### src/rtl/v_chunk_fifo.sv
// v_chunk_fifo
//   Chunk-granular FIFO between vector ops. Each entry holds one
//   WorkingRegs-wide chunk. Capacity is DepthVecs whole vectors of
//   C = ceil(VecLength/WorkingRegs) chunks.
//   The last chunk of a vector may be partial. It is stored whole, and its
//   padding lanes pass through untouched.
//
// Ports
//   clk_in       : clock, rising edge
//   rst_in       : asynchronous active-high reset
//   wr_en/wr_data: push one chunk (dropped when full, unless a read is also accepted)
//   rd_en        : pop one chunk (dropped when empty; no fall-through)
//   rd_data      : registered chunk popped on the previous cycle
//   rd_valid     : rd_data was updated by a pop on the previous cycle
//   vec_ready    : at least one whole vector is buffered
//   full/empty   : registered-count status
//   chunk_count  : number of stored chunks
//   wr_vec_done  : one-cycle pulse after the write that completed a vector
//   overflow     : sticky, a write was dropped
//   underflow    : sticky, a read was dropped
module v_chunk_fifo #(
  parameter  int VecLength   = 16,
  parameter  int NBits       = 8,
  parameter  int WorkingRegs = 4,
  parameter  int DepthVecs   = 2,
  localparam int C   = (VecLength + WorkingRegs - 1) / WorkingRegs,
  localparam int E   = DepthVecs * C,
  localparam int PW  = (E > 1) ? $clog2(E) : 1,
  localparam int CW  = $clog2(E + 1),
  localparam int IW  = (C > 1) ? $clog2(C) : 1
) (
  input  logic                                 clk_in,
  input  logic                                 rst_in,
  input  logic                                 wr_en,
  input  logic signed [WorkingRegs-1:0][NBits-1:0] wr_data,
  input  logic                                 rd_en,
  output logic signed [WorkingRegs-1:0][NBits-1:0] rd_data,
  output logic                                 rd_valid,
  output logic                                 vec_ready,
  output logic                                 full,
  output logic                                 empty,
  output logic [CW-1:0]                        chunk_count,
  output logic                                 wr_vec_done,
  output logic                                 overflow,
  output logic                                 underflow
);

  logic [WorkingRegs-1:0][NBits-1:0] r_mem [E];

  logic [PW-1:0] r_wr_ptr, r_rd_ptr;
  logic [CW-1:0] r_count;
  logic [IW-1:0] r_chunk_idx;
  logic [WorkingRegs-1:0][NBits-1:0] r_rd_data;
  logic          r_rd_valid, r_wr_vec_done, r_overflow, r_underflow;

  logic w_full, w_empty, w_wr_acc, w_rd_acc;

  // Flags come from the registered count only; same-cycle requests never bypass them.
  assign w_full  = (r_count == CW'(E));
  assign w_empty = (r_count == '0);

  // A read frees the slot this cycle, so a write into a full buffer is accepted alongside it.
  assign w_rd_acc = rd_en && !w_empty;
  assign w_wr_acc = wr_en && (!w_full || w_rd_acc);

  // Storage is deliberately not reset; the pointers and count define what is valid.
  always_ff @(posedge clk_in) begin
    if (w_wr_acc) r_mem[r_wr_ptr] <= wr_data;
  end

  always_ff @(posedge clk_in or posedge rst_in) begin
    if (rst_in) begin
      r_wr_ptr      <= '0;
      r_rd_ptr      <= '0;
      r_count       <= '0;
      r_chunk_idx   <= '0;
      r_rd_data     <= '0;
      r_rd_valid    <= 1'b0;
      r_wr_vec_done <= 1'b0;
      r_overflow    <= 1'b0;
      r_underflow   <= 1'b0;
    end else begin
      if (w_wr_acc) begin
        r_wr_ptr    <= (r_wr_ptr == PW'(E - 1)) ? '0 : r_wr_ptr + 1'b1;
        r_chunk_idx <= (r_chunk_idx == IW'(C - 1)) ? '0 : r_chunk_idx + 1'b1;
      end
      r_wr_vec_done <= w_wr_acc && (r_chunk_idx == IW'(C - 1));

      r_rd_valid <= w_rd_acc;
      if (w_rd_acc) begin
        r_rd_data <= r_mem[r_rd_ptr];
        r_rd_ptr  <= (r_rd_ptr == PW'(E - 1)) ? '0 : r_rd_ptr + 1'b1;
      end

      case ({w_wr_acc, w_rd_acc})
        2'b10:   r_count <= r_count + 1'b1;
        2'b01:   r_count <= r_count - 1'b1;
        default: r_count <= r_count;
      endcase

      if (wr_en && !w_wr_acc) r_overflow  <= 1'b1;
      if (rd_en && !w_rd_acc) r_underflow <= 1'b1;
    end
  end

  assign rd_data     = r_rd_data;
  assign rd_valid    = r_rd_valid;
  assign vec_ready   = (r_count >= CW'(C));
  assign full        = w_full;
  assign empty       = w_empty;
  assign chunk_count = r_count;
  assign wr_vec_done = r_wr_vec_done;
  assign overflow    = r_overflow;
  assign underflow   = r_underflow;

endmodule

### config.mk
export PLATFORM = sky130hd
export DESIGN_NAME = v_chunk_fifo
export DESIGN_NICKNAME = d
export VERILOG_FILES = /design/src/rtl/v_chunk_fifo.sv
export SDC_FILE = /design/constraint.sdc
export NUM_CORES = 1
export LEC_CHECK = 0
export CELL_PAD_IN_SITES_DETAIL_PLACEMENT = 2
export CELL_PAD_IN_SITES_GLOBAL_PLACEMENT = 2
export CORE_MARGIN = 5
export CORE_UTILIZATION = 41
export CTS_CLUSTER_DIAMETER = 100
export DETAILED_ROUTE_END_ITERATION = 8
export PLACE_DENSITY = 0.77
export SYNTH_ARGS = -nofsm -noshare
export SYNTH_HDL_FRONTEND = slang
export SYNTH_SLANG_ARGS = --single-unit
### constraint.sdc
create_clock -name clk_in -period 4.5 [get_ports clk_in]
set_input_delay 1.125 -clock clk_in [delete_from_list [all_inputs] [get_ports clk_in]]
set_output_delay 1.125 -clock clk_in [all_outputs]
set_load 0.05 [all_outputs]
# Yosys cells after proc, flatten, opt, wreduce, memory -nomap -nowiden

Memory sizes are Yosys's and may differ from the RTL's. A register that Yosys moved wholly into a read port is not among the register bits.
Cells that the tools add are included.

Eq/ne operators: 6
Mux-type cells: 6
Order comparisons: 1
Multipliers: 0
Divide/modulo/power cells: 0
Shifts and indexed selects: 0
Bitwise operators: 0
Reductions and logical operators: 12
Add/subtract/negate cells: 5

Operator list:

| kind                                                                                 | number |
|---|---|
| 4-bit case mux with 2 select lines                                                   | 1 |
| 3-bit by 1-bit adder with 3-bit output (second input constant)                       | 2 |
| 3-bit equality test (second input constant)                                          | 2 |
| 3-bit 2-to-1 mux                                                                     | 2 |
| 1-bit logical AND                                                                    | 5 |
| 4-bit by 1-bit adder with 4-bit output (second input constant)                       | 1 |
| 2-bit equality test (second input constant)                                          | 2 |
| 4-bit equality test (second input constant)                                          | 1 |
| 4-bit by 3-bit greater-or-equal comparator with 1-bit output (second input constant) | 1 |
| 1-bit logical NOT                                                                    | 4 |
| 4-bit logical NOT                                                                    | 1 |
| 4-bit by 1-bit subtractor with 4-bit output (second input constant)                  | 1 |
| 2-bit by 1-bit adder with 2-bit output (second input constant)                       | 1 |
| 2-bit by 1-bit equality test with 1-bit output (second input constant)               | 1 |
| 1-bit 2-to-1 mux                                                                     | 2 |
| 2-bit 2-to-1 mux                                                                     | 1 |
| 2-bit nonzero test                                                                   | 1 |
| 1-bit logical OR                                                                     | 1 |

Bits in read-only memories: 0
Logic and storage cells: 39
Bits in writable memories: 256
Bits in latches: 0
Input port bits: 36
Memories kept: 1
Register bits: 16

Memory list:

| name  | words | width | read ports | clocked after Yosys merged registers in | wr ports | line | text |
|---|---|---|---|---|---|---|---|
| r_mem | 8     | 32    | 1          | 1                                       | 1        | 48   | `logic [WorkingRegs-1:0][NBits-1:0] r_mem [E];` |

# Logic depth before layout (Yosys ltp)

Depth in word-level cells: 7
Depth in mapped cells: 9
Mapped depth without buffers: 8

# Worst setup path before layout

Ideal clock, no wire load.

Path kind: in2reg
Start: input port rd_en
End: memory r_mem[0][0] (netlist name) (enable)
Cell stages on the path: 4
Required time: 3.999 ns
Setup slack: -0.612 ns
Arrival time: 4.610 ns
Setup time: 0.501 ns
Path buffers: 2
Path through: buf_2 o21ai_4 buf_6 nor4_1

Word-level cells in the longest chain between the ends: 5

RTL lines:

| element                                | line | text |
|---|---|---|
| start: declaration                     | 36   | `input logic rd_en,` |
| 1-bit logical AND                      | 63   | `assign w_rd_acc = rd_en && !w_empty;` |
| 1-bit logical OR                       | 64   | `assign w_wr_acc = wr_en && (!w_full \|\| w_rd_acc);` |
| 1-bit logical AND                      | 64   |  |
| 1-bit 2-to-1 mux                       | 68   | `if (w_wr_acc) r_mem[r_wr_ptr] <= wr_data;` |
| 1-bit 2-to-1 mux (implied by the code) | 68   |  |
| end: declaration                       | 48   |  |

No other way between the ends.

# Worst setup path in the final report

Start: register r_count[0] (netlist: chunk_count[0])
End: output port full

Word-level cells in the longest chain between the ends: 1

RTL lines:

| element                  | line | text |
|---|---|---|
| start: declaration       | 51   | `logic [CW-1:0] r_count;` |
| start signal: assignment | 96   | `2'b10: r_count <= r_count + 1'b1;` |
| start signal: assignment | 97   | `2'b01: r_count <= r_count - 1'b1;` |
| start signal: assignment | 98   | `default: r_count <= r_count;` |
| 4-bit equality test      | 59   | `assign w_full = (r_count == CW'(E));` |
| end: declaration         | 40   | `output logic full,` |

No other way between the ends.

==> metrics.log <==
INFO  metric clock_skews = about 0.017 ns
INFO  metric hold_path_depth = 1
INFO  metric cts_resized = 0
INFO  metric root_buf_cell = sky130_fd_sc_hd__clkbuf_16
INFO  metric finish.cell_count_without_fillers = 1059
INFO  metric worstMarginPinSlew = around 1.2 ns
INFO  metric detailed_place_hpwl = around 17000 um
INFO  metric path_buf_inv = 2
INFO  metric globalplace.congestion = 0.7386
INFO  metric antenna_cells_inserted = 0
INFO  metric final_common_cell = sky130_fd_sc_hd__edfxtp_1
INFO  metric drt_pre_antenna_iters = 4
INFO  metric grt_pass1_wl = between 40000 and 50000 um
INFO  metric timing.critical_path.arrival = around 2.5 ns
INFO  metric hold_class = flop to flop
INFO  metric htreeDepth = 2
INFO  metric globalRouteOverflowTotal = 0
INFO  metric reg2regPathDepth = 4
INFO  metric worstSetupEndpointType = output pin
INFO  metric power.leakage = 0.004704 uW
INFO  metric max_cap_viol_count = 0
INFO  metric vdd.ir_drop.worst = around 0.32 mV
INFO  metric syn-instance-count = about 560
INFO  metric synthToLayoutAreaGrowth = 20.21%
INFO  metric ys_types = 34
INFO  metric finish.utilization = approximately half
INFO  metric fmax = about 0.27 GHz
INFO  metric die-area = 31730 um2
INFO  metric number_of_antenna_violations_at_the_first_check_in_global_routing = 0
INFO  metric dieWidth = ~180 um
INFO  metric area_fraction_of_the_dominant_cell_type_after_synthesis = between 60% and 70%
INFO  metric critPathLaunchType = flop
INFO  metric rsz_0062_raised_after_global_routing = false
INFO  metric syn-mean-instance-area = roughly 21 um2
INFO  metric path_cells = or4b_4, inv_1, clkdlybuf4s50_1
INFO  metric post-layout-total-power = 9704 uW
INFO  metric route.vias.total = roughly 5700
INFO  metric family_with_the_most_delay_on_the_worst_path = buffers and inverters
INFO  metric timing.critical_path.required = between 3 and 4 ns
INFO  metric numClockSinks = between 300 and 400
INFO  metric fp.dieH = roughly 180 um
INFO  metric post_drt_via_cell_ratio = roughly 5.4
INFO  metric synth_largest_area_cell = sky130_fd_sc_hd__edfxtp_1
INFO  metric finalSetupTns = 0 ns
INFO  metric final.period_utilization = approximately four fifths
INFO  metric timing.setup.critical_path_class = flop to output pin
INFO  metric drc = 0
INFO  metric result_of_the_run = finished, final reports clean
INFO  metric finalSetupViolCount = 0
INFO  metric rr_endpoint = r_mem[3][29]
INFO  metric ys_seq_elements = around 300
INFO  metric top_level_ports = 79
INFO  metric critical_path_peak_fanout = 6
INFO  metric buffer_ports.inserted = 78
INFO  metric placeableCoreArea = roughly 28000 um2
INFO  metric clock_latency = 0.51 ns
INFO  metric fraction_of_final_layout_cells_with_drive_strength_greater_than_1 = roughly 22%
INFO  metric timing.critical_path.slowest_stage_cell = sky130_fd_sc_hd__clkdlybuf4s50_1
INFO  metric initial_utilization = about two fifths
INFO  metric final_period_minus_worst_setup_slack = ~3.6 ns
INFO  metric global_route.usage.total = approximately a fifth
INFO  metric reg2reg_setup_slack = ~1.8 ns
INFO  metric critPathMaxStageDelay = between 0.8 and 0.9 ns
INFO  metric drtIter0Drc = between 400 and 500
INFO  metric tritoncts = yes
INFO  metric syn_nets = 603
INFO  metric synth.cell_area = approximately 12000 um2
INFO  metric p_per_area = between 600 and 700 nW/um2
INFO  metric grt_max_degree = 72
INFO  metric fin_nets = 700
INFO  metric report.final.slew_viol_count = 0
INFO  metric yosysSeqAreaShare = roughly 77%
INFO  metric r2r-start = chunk_count[0]
INFO  metric hold_viol = 0
INFO  metric holdPathEnd = underflow
INFO  metric timing.slew.headroom = 18.38%
INFO  metric worst_setup_hold_path_clk_slew = 0.06 ns
INFO  metric dp_cells = 998
INFO  metric worstHoldStart = underflow
INFO  metric num_rows = 61
INFO  metric routed_wire_length_per_instance = approximately 27 um
INFO  metric synth_warnings = 0
INFO  metric first_global_vias = 6660
INFO  metric cts_setup_buffers = 0
INFO  metric cts_hold_buffers = 0
INFO  metric ys_top_cells_by_area = sky130_fd_sc_hd__edfxtp_1 66%, sky130_fd_sc_hd__mux4_2 12%, sky130_fd_sc_hd__dfrtp_1 10%, sky130_fd_sc_hd__mux2i_1 2.9%, sky130_fd_sc_hd__o21ai_0 1.4%
INFO  metric mostFrequentLayoutCells = 256 x sky130_fd_sc_hd__edfxtp_1, 78 x sky130_fd_sc_hd__clkdlybuf4s50_1, 64 x sky130_fd_sc_hd__mux4_2
INFO  metric cts_buffer_depth = 3
INFO  metric detail_route.wirelength = approximately 28000 um
INFO  metric number_of_nets_with_antenna_violations_after_detailed_routing = 0
INFO  metric tritoncts.num_buffers = 34
INFO  metric final.hold.worst_slack = between 0.4 and 0.5 ns
-- power by group --
part,internal [uW],switching (uW)
clock network,1550,1070
registers,3640,518
logic,1250,1680
total,6440,3260
-- synth_stat cells, drive strengths merged --
library cell	instances
o211ai	2
o21ai	34
a21o	5
or3	1
a311oi	1
clkbuf	9
mux2i	34
mux2	4
nand2	37
xor2	2
inv	8
buf	20
nor3	7
edfxtp	256
mux4	64
o41ai	1
nor4	1
xnor2	2
dfrtp	48
fa	1
or4b	1
nand2b	3
ha	7
or2	2
a31o	1
nor2	7
a21oi	1
-- routing by layer --
layer  track usage [%]  share of wire (%)  vias to the layer above
met3             3.073                4.0                       28
met5                 0                  0                        -
met4             4.189                1.6                        0
met1             23.46                 40                     3066
li1                  -                  -                     2445
met2             34.07                 54                      131
-- worst max path at each step --
stage	from	to	slack (ns)	cells after the start
after CTS	chunk_count[0]	full	0.83	3
final	chunk_count[0]	full	0.86	3
after detailed placement	rd_en	r_mem[3][3]	0.71	4
after floorplan	rd_en	r_mem[2][0]	0.26	4
after global routing	chunk_count[0]	full	0.79	3
after global placement	rd_en	r_mem[3][1]	0.90	4
-- metrics by stage --
stage | setup slack [ns] | instance area, um2
floorplan | 0.2564 | 11600
global placement | 0.8953 | 12870
detailed placement | 0.7117 | 12870
CTS | 0.8331 | 13930
global route | 0.7933 | 13930
finish | 0.8589 | 13930
-- flip-flops by register name, summed over array words and instances, names as in the netlist --
| name | cells |
|---|---|
| rd_valid | 1 |
| chunk_count | 4 |
| r_mem | 256 |
| r_wr_ptr | 3 |
| overflow | 1 |
| r_chunk_idx | 2 |
| rd_data | 32 |
| r_rd_ptr | 3 |
| underflow | 1 |
| wr_vec_done | 1 |
-- area by class of cell --
| type | count | area [um2] |
|---|---|---|
| Tap cell | 378 | 473.0 |
| Clock inverter | 12 | 66.31 |
| Timing Repair Buffer | 90 | 883.3 |
| Sequential cell | 304 | 8895 |
| Clock buffer | 49 | 1001 |
| Fill cell | 2443 | 13920 |
| Inverter | 8 | 30.03 |
| Multi-Input combinational cell | 218 | 2585 |
-- worst register-to-register path, cell delays in order, from the launching register on --
cell,delay (ns)
sky130_fd_sc_hd__dfrtp_1,0.48
sky130_fd_sc_hd__or4b_4,0.62
sky130_fd_sc_hd__o211ai_1,0.70
sky130_fd_sc_hd__nor2_4,0.36
sky130_fd_sc_hd__buf_4,0.30
-- cells by family after synthesis --
| family | Yosys count | synth area share [%] |
|---|---|---|
| compound gates | 45 | 2.515 |
| xor+xnor | 4 | 0.3023 |
| fa+ha+maj | 8 | 0.9283 |
| buf+inv | 37 | 1.511 |
| flops | 304 | 76.68 |
| mux | 102 | 15.79 |
| simple gates | 59 | 2.267 |
Power figures use the tool's default switching activity.
